--- config.mk ---
export PLATFORM = sky130hd
export DESIGN_NAME = fetch_controller_flat
export DESIGN_NICKNAME = d
export VERILOG_FILES = /design/src/rtl/fetch_controller_if.sv /design/src/rtl/fetch_controller.sv /design/src/flat_wrapper.sv
export SDC_FILE = /design/constraint.sdc
export NUM_CORES = 1
export LEC_CHECK = 0
export ABC_AREA = 1
export CORE_MARGIN = 2
export CORE_UTILIZATION = 53
export DETAILED_ROUTE_END_ITERATION = 7
export MAX_ROUTING_LAYER = met4
export PLACE_DENSITY = 0.79
export SYNTH_ARGS = -nofsm -noshare
export SYNTH_HDL_FRONTEND = slang
export SYNTH_SLANG_ARGS = --single-unit
--- constraint.sdc ---
create_clock -name clk -period 1.8 [get_ports clk]
set_clock_uncertainty 0.05 [all_clocks]
set_input_delay 0.36 -clock clk [delete_from_list [all_inputs] [get_ports clk]]
set_output_delay 0.36 -clock clk [all_outputs]
set_load 0.01 [all_outputs]
--- src/rtl/fetch_controller_if.sv ---
// Instruction-memory request/acknowledge port between the fetch controller
// (master) and the instruction memory (slave).
`timescale 1ns/1ps
interface fetch_controller_if #(
  parameter int unsigned WIDTH = 32
);
  logic             imem_req;
  logic [WIDTH-1:0] imem_addr;
  logic             imem_ack;
  logic [WIDTH-1:0] imem_rdata;

  modport master (
    output imem_req,
    output imem_addr,
    input  imem_ack,
    input  imem_rdata
  );

  modport slave (
    input  imem_req,
    input  imem_addr,
    output imem_ack,
    output imem_rdata
  );
endinterface

--- src/rtl/fetch_controller.sv ---
// Fetch-stage sequencer: owns the fetch PC, runs the instruction-memory
// handshake and feeds the fetch/decode register through a one-entry skid.
`timescale 1ns/1ps
module fetch_controller #(
  parameter int unsigned      WIDTH    = 32,
  parameter logic [WIDTH-1:0] RESET_PC = '0,
  parameter int unsigned      PC_STEP  = 4
) (
  input  logic                clk,
  input  logic                reset,
  fetch_controller_if.master  imem,
  input  logic                redirect_valid,
  input  logic [WIDTH-1:0]    redirect_pc,
  input  logic                stall,
  output logic                if_valid,
  output logic [WIDTH-1:0]    if_pc,
  output logic [WIDTH-1:0]    if_instr
);

  typedef enum logic [1:0] {
    BOOT    = 2'd0,
    FETCH   = 2'd1,
    HOLD    = 2'd2,
    DISCARD = 2'd3
  } state_t;

  state_t           state;
  logic [WIDTH-1:0] fetch_pc;
  logic [WIDTH-1:0] target_pc;
  logic [WIDTH-1:0] skid_pc;
  logic [WIDTH-1:0] skid_instr;
  logic             imem_req_q;

  // Request is a flop updated with the state, so no input reaches the port.
  assign imem.imem_req  = imem_req_q;
  assign imem.imem_addr = fetch_pc;

  always_ff @(posedge clk or negedge reset) begin
    if (!reset) begin
      state      <= BOOT;
      fetch_pc   <= RESET_PC;
      target_pc  <= RESET_PC;
      skid_pc    <= '0;
      skid_instr <= '0;
      if_valid   <= 1'b0;
      if_pc      <= '0;
      if_instr   <= '0;
      imem_req_q <= 1'b0;
    end else begin
      case (state)
        BOOT: begin
          if (redirect_valid) begin
            fetch_pc   <= redirect_pc;
            skid_pc    <= '0;
            skid_instr <= '0;
          end
          if_valid   <= 1'b0;
          state      <= FETCH;
          imem_req_q <= 1'b1;
        end

        FETCH: begin
          if (redirect_valid) begin
            // Redirect beats stall; an in-flight request must still complete.
            if_valid   <= 1'b0;
            skid_pc    <= '0;
            skid_instr <= '0;
            if (imem.imem_ack) begin
              fetch_pc <= redirect_pc;
            end else begin
              target_pc <= redirect_pc;
              state     <= DISCARD;
            end
          end else if (imem.imem_ack) begin
            fetch_pc <= fetch_pc + WIDTH'(PC_STEP);
            if (!if_valid || !stall) begin
              if_valid <= 1'b1;
              if_pc    <= fetch_pc;
              if_instr <= imem.imem_rdata;
            end else begin
              skid_pc    <= fetch_pc;
              skid_instr <= imem.imem_rdata;
              state      <= HOLD;
              imem_req_q <= 1'b0;
            end
          end else if (if_valid && !stall) begin
            if_valid <= 1'b0;
          end
        end

        HOLD: begin
          if (redirect_valid) begin
            if_valid   <= 1'b0;
            skid_pc    <= '0;
            skid_instr <= '0;
            fetch_pc   <= redirect_pc;
            state      <= FETCH;
            imem_req_q <= 1'b1;
          end else if (!stall) begin
            if_valid   <= 1'b1;
            if_pc      <= skid_pc;
            if_instr   <= skid_instr;
            state      <= FETCH;
            imem_req_q <= 1'b1;
          end
        end

        DISCARD: begin
          // Old request stays on the bus until acked; its data is dropped.
          if_valid <= 1'b0;
          if (redirect_valid) begin
            target_pc  <= redirect_pc;
            skid_pc    <= '0;
            skid_instr <= '0;
            if (imem.imem_ack) begin
              fetch_pc <= redirect_pc;
              state    <= FETCH;
            end
          end else if (imem.imem_ack) begin
            fetch_pc <= target_pc;
            state    <= FETCH;
          end
        end

        default: begin
          state      <= BOOT;
          imem_req_q <= 1'b0;
        end
      endcase
    end
  end

endmodule

--- src/flat_wrapper.sv ---
// flat-port wrapper written by rule: the top's interface ports become plain ports
module fetch_controller_flat 
#(
  parameter int unsigned      WIDTH    = 32,
  parameter logic [WIDTH-1:0] RESET_PC = '0,
  parameter int unsigned      PC_STEP  = 4
)
  (clk, reset, redirect_valid, redirect_pc, stall, if_valid, if_pc, if_instr, imem_imem_req, imem_imem_addr, imem_imem_ack, imem_imem_rdata);
  fetch_controller_if #(.WIDTH(WIDTH)) imem_i ();
  input  logic clk;
  input  logic reset;
  input  logic redirect_valid;
  input  logic [WIDTH-1:0] redirect_pc;
  input  logic stall;
  output logic if_valid;
  output logic [WIDTH-1:0] if_pc;
  output logic [WIDTH-1:0] if_instr;
  output wire logic [$bits(imem_i.imem_req)-1:0] imem_imem_req;
  output wire logic [$bits(imem_i.imem_addr)-1:0] imem_imem_addr;
  input wire logic [$bits(imem_i.imem_ack)-1:0] imem_imem_ack;
  input wire logic [$bits(imem_i.imem_rdata)-1:0] imem_imem_rdata;
  assign imem_imem_req = imem_i.imem_req;
  assign imem_imem_addr = imem_i.imem_addr;
  assign imem_i.imem_ack = imem_imem_ack;
  assign imem_i.imem_rdata = imem_imem_rdata;
  fetch_controller #(.WIDTH(WIDTH), .RESET_PC(RESET_PC), .PC_STEP(PC_STEP)) u_core (.clk(clk), .reset(reset), .imem(imem_i), .redirect_valid(redirect_valid), .redirect_pc(redirect_pc), .stall(stall), .if_valid(if_valid), .if_pc(if_pc), .if_instr(if_instr));
endmodule
Yosys cells after proc, flatten, opt, wreduce, memory -nomap -nowiden. Index checks and enable logic that the tools add are counted.

Word-level logic and storage cells: 101. Bits of input ports: 69. Flip-flop bits (word level): 196.

Add/subtract/negate cells: 1. Reduce and logical (&&, ||, !) cells: 18. Muxes and demuxes: 51. Equality and inequality tests: 22.

Operators with widths (count): two-way mux 32 bit (25); case mux 32 bit (2 select lines) (5); case mux 32 bit (3 select lines) (1); adder 32 x 3 -> 32 bit, second input constant (1); != test 2 bit, second input constant (9); != test 3 bit, second input constant (5); two-way mux 2 bit (7); two-way mux 1 bit (10); AND reduction 5 bit (2); AND reduction 3 bit (3); != test 4 x 3 -> 1 bit, second input constant (2); case mux 2 bit (4 select lines) (1); != test 2 x 1 -> 1 bit, second input constant (3); case mux 1 bit (3 select lines) (2); AND reduction 6 bit (1); equality test 2 bit, second input constant (2); AND reduction 4 bit (1); nonzero test 2 bit (2); OR reduction 2 bit (2); nonzero test 3 bit (1); OR reduction 3 bit (1); equality test 2 x 1 -> 1 bit, second input constant (1); logical NOT 1 bit (2); logical NOT 2 bit (1); 2 further kinds (2).

Depth between registers and ports, before layout. Gate-level depths: netlist of run 1.

Word-level depth: 6. Mapped depth: 11. Gate-level depth less buffers: 11.

Least setup slack after synthesis of run 1. Ideal clock, no wire load.

Path type: flip-flop to flip-flop. From: register u_core.fetch_pc[3] (netlist: u_core.imem.imem_addr[3]). To: register u_core.fetch_pc[24] (netlist: u_core.imem.imem_addr[24]). Required time: 1.673 ns. Slack: 0.183 ns. Cell stages (with the launch flop): 12. Arrival time: 1.490 ns. Path through: dfrtp_1 > ha_1 > nand2_2 > nor2_4 > nand2_1 > nor2_2 > nand2_1 > nand2_1 > nand3_1 > nand2_1 > nand2_1 > a21oi_1.

Longest elaborated chain between the ends: 4.

RTL lines: from (decl) (RTL line fetch_controller.sv:28) `logic [WIDTH-1:0] fetch_pc;`; from (signal assigned) (RTL line fetch_controller.sv:53) `fetch_pc <= redirect_pc;`; from (signal assigned) (RTL line fetch_controller.sv:69) `fetch_pc <= redirect_pc;`; from (signal assigned) (RTL line fetch_controller.sv:75) `fetch_pc <= fetch_pc + WIDTH'(PC_STEP);`; adder 32 x 3 -> 32 bit (RTL line fetch_controller.sv:75); two-way mux 32 bit (RTL line fetch_controller.sv:74) `end else if (imem.imem_ack) begin`; two-way mux 32 bit (RTL line fetch_controller.sv:63) `if (redirect_valid) begin`; case mux 32 bit (3 select lines) (RTL line fetch_controller.sv:50) `case (state)`.

Every way passes these cells. The select of a mux whose other input is x is not followed. A chain may end at the register's enable or synchronous reset.

Worst setup path after layout of run 1.
From: register u_core.fetch_pc[2] (netlist: u_core.imem.imem_addr[2]). To: register u_core.fetch_pc[28] (netlist: u_core.imem.imem_addr[28]).

Same word-level chain as after synthesis.

==> results.ini, run 1 <==
[power_and_ir_drop]
pwr-share-comb_pct = 47.9
p_leak_nw = 6.55
ir_drop_mv = 0.964
p_sw_w = 0.00808
swShare_pct = 39.3
p_per_area_nw_per_um2 = 1490
power.internal_w = 0.0125
p_clk_share_pct = 19.2
p_seq_share_pct = 32.8

[detailed_routing]
antenna_left = 0
dr.pass1.iters = 5
viasPerCell = 5.79
avgRoutedWirePerCell_um = 17.5
drc = 0
vias = 10500
drtIter0Drc = 1085
routed_wl_mm = 31.7

[clock_tree]
cts_sinks = 196
clk_latency_ns = 0.43
cts.clk_slew.worst_paths_ns = 0.08
htreeDepth = 4
cts_tree = yes
clock_path_buffers = 2
cts-root-buf = clkbuf_16
cts-buffers-inserted = 17

[cells_and_area]
synthToLayoutAreaGrowth_pct = 35.7
seq_area_um2 = 4920
antennaDiodeCount = 0
n_fill_cell = 1483
stdcell_count = 1814
nets = 1638
drive_above_1_share_pct = 15.6
multiInputGateArea_um2 = 4540

[sta]
period_needed_ns = 1.79
post-route-period-util_pct = 99.6
slew_headroom_pct = 51.0
worst_pin_slew_ns = 0.735
hold_viol_final = 0
rsz0062_at_grt = true
tns_ns = 0
final-max-slew-violation-count = 0
setup_viol = 0
fmax_mhz = 558

[grt]
grt_max_degree = 67
antenna_found_initial = 0
first_global_vias = 9698
grt_first_pass_wirelength_mm = 50.5
grt_overflow = 0
grt_use_total_pct = 32.1

[critical_path]
crit_buf_inv = 0
crit_path_end_kind = register
crit_family = simple AND/OR/NAND/NOR gates
crit_fanout = 5
max_stage_delay_ns = 0.37
worstPathCellList = ha_2, nand2_2, nor2_4, nand2_4, nor2_4, nand2_1, nand2_1, nand3_2, nand2_2, nand2_1, a21oi_2
required_ns = 2.11
slowest_stage = dfrtp_1
crit_type = reg -> reg
arrival_ns = 2.11
crit_path_frequent_cell = nand2_1
start_kind = register

[placement]
dp_hpwl_mm = 21.9
gp_congestion = 0.987
placed_cells = 1751
portBuffers = 166

[yosys]
ys_warn_count = 0
synth_area_leaders = dfrtp_1 48%, nand3_1 10%, nand2_1 10%, o21ai_0 5.2%, nor2_1 4.7%
yosysTopAreaCell = dfrtp_1
ys_seq_area_share_pct = 48.2
yosysUniqueCellTypes = 39
synthCells = 1321
synth_edf_count = 0
synthFlopType = dfrtp_1
ys_ff_latch = 196
syn_avg_cell_area_um2 = 7.70
netlist_area_um2 = 10200
synth_top_cell_area_share_pct = 48.2
syn_nets = 1391
async_flop_share_pct = 100

[flow_run]
max_cap_violations = 0

[die]
coreArea_um2 = 18800
dieArea_um2 = 20300
die_y_um = 143
num_rows = 50
initial_utilization_pct = 54.2
num_io_pins = 167
die_x_um = 143

[outcome]
status = finished clean

[worst_hold_path]
hold_path.class = in -> async

[cell usage in the layout (no fill, tap or decap), types with 3 or more instances in the layout]
| cell type | count |
|---|---|
| nor2_2 | 7 |
| nor2_4 | 12 |
| a31oi_1 | 67 |
| dlymetal6s2s_1 | 16 |
| nor2_1 | 120 |
| buf_12 | 16 |
| dfrtp_1 | 181 |
| a21oi_1 | 48 |
| o21ai_1 | 13 |
| inv_1 | 90 |
| inv_6 | 3 |
| a211oi_1 | 3 |
| a32oi_1 | 3 |
| clkdlybuf4s50_1 | 123 |
| a22oi_1 | 13 |
| inv_2 | 4 |
| dlygate4sd2_1 | 26 |
| o211ai_1 | 5 |
| nand2_1 | 266 |
| nand3_1 | 208 |
| clkbuf_16 | 18 |
| buf_4 | 135 |
| nand2_2 | 9 |
| dfrtp_2 | 15 |
| nor3_1 | 35 |
| o21ai_0 | 104 |
| inv_8 | 3 |
| nand3_2 | 3 |
[timing repair]
| action | CTS | global route |
|---|---|---|
| gates cloned | 0 | 1 |
| gates resized for setup | 42 | 43 |
| buffers inserted | 23 | 7 |
| setup endpoints to repair | 72 | 63 |
| pin swaps | 0 | 11 |
| hold endpoints to repair | 47 | 0 |
| hold buffers | 1 | 0 |
[worst paths after layout]
path | startpoint | endpoint | slack (ns) | depth (start not counted)
max in group asynchronous | reset | u_core.imem.imem_addr[0] | 0.70 | 3
min | reset | u_core.if_pc[3] | 0.41 | 2
max reg2reg | u_core.imem.imem_addr[2] | u_core.imem.imem_addr[28] | 0.008 | 11
min reg2reg | u_core.target_pc[5] | u_core.target_pc[5] | 0.44 | 2
max | u_core.imem.imem_addr[2] | u_core.imem.imem_addr[28] | 0.008 | 11
min in group clk | u_core.target_pc[5] | u_core.target_pc[5] | 0.44 | 2
[stage by stage]
step	setup WS (ns)	hold slack (ns)	area (µm²)	utilization [%]	total power (W)
floorplan	0.183	0.0144	10200	-	0.0113
global placement	-0.440	0.311	12800	68.3	0.0159
detailed placement	-0.501	0.309	12800	68.3	0.0161
CTS	0.000809	0.411	13600	72.4	0.0203
global route	-0.0997	0.431	13800	73.6	0.0218
finish	0.00761	0.410	13800	73.6	0.0206
[area by class of cell]
class,count,area share [%]
Tap cell,234,2.12
Sequential cell,196,35.7
Timing Repair Buffer,322,22.3
Clock inverter,13,1.20
Clock buffer,18,3.18
Multi-Input combinational cell,935,32.9
Inverter,96,2.62
[cell families after synthesis]
logic type | count (synthesis) | synth area share, %
and+or+nand+nor | 667 | 28.7
AOI/OAI and AO/OA | 264 | 14.7
DFF | 196 | 48.2
buffers and inverters | 190 | 8.01
muxes | 1 | 0.111
xor gates and xnor gates | 2 | 0.172
adders and majority gates | 1 | 0.123
[synth_stat cells (8+ instances only)]
master	count
nand3_1	211
o21ai_1	12
a22oi_1	13
clkbuf_1	45
dfrtp_1	196
buf_2	28
nor2_1	128
inv_1	91
o21ai_0	105
a31oi_1	67
a21oi_1	49
nor3_1	36
buf_1	8
nand2_1	272
[flip-flops by register name, summed over array words and instances (netlist names)]
signal and cells:
u_core.skid_instr 32, u_core.if_pc 32, u_core.target_pc 32, u_core.imem.imem_addr 32
u_core.if_valid 1, u_core.state 2, u_core.imem.imem_req 1, u_core.if_instr 32
u_core.skid_pc 32
[power by group through the flow]
stage	logic, W	clock network, W	registers, W
finish	0.00986	0.00396	0.00676
global route	0.0107	0.00415	0.00691
CTS	0.00955	0.00398	0.00674
detailed placement	0.00910	0	0.00702
global placement	0.00893	0	0.00697
floorplan	0.00398	0	0.00733
[per-layer routing]
metal	vias up	global-route usage, %	part of all wire [%]
li1	4944	-	-
met1	4938	45.3	43
met2	564	48.8	46
met3	57	5.08	8.4
met4	0	8.81	2.2
met5	-	-	0
[worst reg2reg max path: cells and delay by family (launching register included)]
| kind | cells | cell delay (ns) |
|---|---|---|
| and+or+nand+nor | 9 | 1.01 |
| DFF | 1 | 0.37 |
| adders and majority gates | 1 | 0.20 |
| AOI/OAI and AO/OA | 1 | 0.11 |
Note: power is estimated with default switching activity, not from simulation.
==> run 2: changes to the inputs <==
--- a/config.mk
+++ b/config.mk
@@ -7,10 +7,10 @@
 export LEC_CHECK = 0
 export ABC_AREA = 1
 export CORE_MARGIN = 2
-export CORE_UTILIZATION = 53
+export CORE_UTILIZATION = 45
 export DETAILED_ROUTE_END_ITERATION = 7
 export MAX_ROUTING_LAYER = met4
-export PLACE_DENSITY = 0.79
+export PLACE_DENSITY = 0.69
 export SYNTH_ARGS = -nofsm -noshare
 export SYNTH_HDL_FRONTEND = slang
 export SYNTH_SLANG_ARGS = --single-unit
==> run 2 against run 1 <==
  * The flow now finishes with violations (negative setup slack)
  * Clock power fell by 2%
  * Non-clock buffer count fell by 6
  * Critical path depth rose by 1
  * Sequential share of layout area fell by 0.43 points
  * Critical path type unchanged
  * Largest cell class unchanged
==> results.ini, run 2 (synthesized netlist as in run 1, its figures left out) <==
[outcome]
status = finished, violations left  ; was finished clean
violations = negative setup slack

[critical_path]
required_ns = 2.12  ; was 2.11 ns
crit_path_end_kind = register  ; unchanged
arrival_ns = 2.14  ; was 2.11 ns
crit_type = reg -> reg  ; unchanged
start_kind = register  ; unchanged
crit_fanout = 5  ; unchanged

[placement]
dp_hpwl_mm = 21.7  ; was 21.9 mm
portBuffers = 166  ; unchanged
gp_congestion = 0.887  ; was 0.987
dpl_cell_area_um2 = 12800  ; about the same

[detailed_routing]
drtIter0Drc = 1030  ; was 1085
drc = 0  ; unchanged
vias = 10400  ; was 10500
avgRoutedWirePerCell_um = 17.8  ; was 17.5 µm
dr.pass1.iters = 5  ; unchanged
routed_wl_mm = 33.1  ; was 31.7 mm
antenna_left = 0  ; unchanged
viasPerCell = 5.59  ; was 5.79

[power_and_ir_drop]
ir_drop_mv = 0.833  ; was 0.964 mV
p_clk_share_pct = 18.7  ; was 19.2%
p_seq_share_pct = 32.6  ; was 32.8%
p_per_area_nw_per_um2 = 1490  ; about the same
p_leak_nw = 6.65  ; was 6.55 nW
p_sw_w = 0.00833  ; was 0.00808 W
swShare_pct = 40.1  ; was 39.3%
power.internal_w = 0.0125  ; about the same
pwr-share-comb_pct = 48.8  ; was 47.9%

[clock_tree]
clk_latency_ns = 0.44  ; was 0.43 ns
cts-buffers-inserted = 17  ; unchanged
cts_tree = yes  ; unchanged
cts_sinks = 196  ; unchanged
htreeDepth = 4  ; unchanged
cts.clk_slew.worst_paths_ns = 0.08  ; about the same
clock_path_buffers = 2  ; unchanged
cts-root-buf = clkbuf_16  ; unchanged

[die]
initial_utilization_pct = 45.3  ; was 54.2%
num_io_pins = 167  ; unchanged
coreArea_um2 = 22400  ; was 18800 µm²
num_rows = 55  ; was 50
dieArea_um2 = 23800  ; was 20300 µm²
die_x_um = 154  ; was 143 µm
die_y_um = 154  ; was 143 µm

[sta]
fin_ws_ns = -0.0238  ; was 0.00761 ns
slew_headroom_pct = 49.6  ; was 51.0%
worst_pin_slew_ns = 0.756  ; was 0.735 ns
setup_viol = 6  ; was 0
fmax_mhz = 548  ; was 558 MHz
hold_viol_final = 0  ; unchanged
period_needed_ns = 1.82  ; was 1.79 ns
final-max-slew-violation-count = 0  ; unchanged
rsz0062_at_grt = true  ; unchanged
post-route-period-util_pct = 101  ; was 99.6%
holdWs_ns = 0.400  ; was 0.410 ns

[worst_hold_path]
hold_path.class = in -> async  ; unchanged

[grt]
grt_first_pass_wirelength_mm = 51.9  ; was 50.5 mm
antenna_found_initial = 0  ; unchanged
grt_use_total_pct = 28.3  ; was 32.1%
grt_max_degree = 67  ; unchanged
first_global_vias = 9432  ; was 9698
grt_overflow = 0  ; unchanged

[cells_and_area]
synthToLayoutAreaGrowth_pct = 37.5  ; was 35.7%
fin_util_pct = 62.3  ; was 73.6%
n_fill_cell = 1998  ; was 1483
drive_above_1_share_pct = 16.4  ; was 15.6%
mostFrequentLayoutCells = 264 x nand2_1, 206 x nand3_1, 177 x dfrtp_1  ; was 266 x nand2_1, 208 x nand3_1, 181 x dfrtp_1
nets = 1632  ; was 1638
final_area_um2 = 14000  ; was 13800 µm²
antennaDiodeCount = 0  ; unchanged
layout_commonest_cell = nand2_1  ; unchanged

[flow_run]
max_cap_violations = 0  ; unchanged

[run 2: cell types whose count changed in the layout (fill, tap and decap cells not counted), moves of 4 or more]
cell	before	now
nor2_2	7	13
buf_4	135	124
dfrtp_2	15	19
dfrtp_1	181	177
clkdlybuf4s50_1	123	107
dlymetal6s2s_1	16	28
a21oi_1	48	44
[run 2: path summary, 6_finish.rpt]
check | depth (start not counted) | start | to | slack [ns]
setup / recovery | 12 | u_core.imem.imem_addr[3] | u_core.imem.imem_addr[28] | -0.02
hold / removal | 2 | reset | u_core.skid_instr[9] | 0.40
setup reg to reg | 12 | u_core.imem.imem_addr[3] | u_core.imem.imem_addr[28] | -0.02
hold reg to reg | 2 | u_core.target_pc[31] | u_core.target_pc[31] | 0.44
max in group asynchronous | 3 | reset | u_core.imem.imem_addr[1] | 0.69
min in group clk | 2 | u_core.target_pc[31] | u_core.target_pc[31] | 0.44
[run 2: layout make-up]
| cell class | count | area [µm²] | area share, % |
|---|---|---|---|
| clock buffers | 17 | 425 | 3.04 |
| multi-input cells | 935 | 4610 | 33.0 |
| clock inverters | 15 | 168 | 1.20 |
| inverters | 96 | 362 | 2.59 |
| well taps | 285 | 357 | 2.55 |
| repair buffers | 316 | 3130 | 22.4 |
| flip-flops and latches | 196 | 4930 | 35.2 |
[run 2: power by group through the flow]
stage	logic, W	clock network, W	registers [W]
after floorplan	0.00398	0	0.00733
after global placement	0.00865	0	0.00712
after detailed placement	0.00876	0	0.00715
after CTS	0.00954	0.00391	0.00678
after global routing	0.0110	0.00411	0.00693
final	0.0101	0.00388	0.00677
[run 2: per-layer routing]
layer  track usage [%]  part of all wire, %  vias up
li1                  -                    -     4937
met1              41.5                   46     4935
met2              41.3                   45      466
met3              4.15                  7.1       52
met4              7.36                  1.9        0
met5                 -                    0        -
[run 2: repair_timing]
item,4_1_cts,5_1_grt
endpoints found under the setup margin,43,115
hold buffers,1,0
gates cloned,1,2
resized for setup,54,68
pin swaps,1,19
hold endpoints to repair,43,0
buffers inserted,27,10
[run 2: critical path, cell delays in order, from the launching register on]
cell and delay [ns]:
dfrtp_1 0.43, buf_6 0.13, ha_4 0.13, nand2_4 0.05, nor2_4 0.15, nand2_4 0.10, nor2_4 0.21, nand2_1 0.08
nand2_1 0.06, nand3_1 0.11, nand2_1 0.08, nand2_1 0.05, a21oi_1 0.11
[run 2: per-stage QoR]
step | power (W) | TNS, ns | setup WS [ns] | instances
after global placement | 0.0158 | -37.31 | -0.298 | 1787
after floorplan | 0.0113 | 0 | 0.183 | 1321
final | 0.0208 | -0.0604 | -0.0238 | 1860
after global routing | 0.0221 | -2.96 | -0.154 | 1860
after CTS | 0.0202 | -0.0892 | -0.0517 | 1848
after detailed placement | 0.0159 | -41.92 | -0.351 | 1787
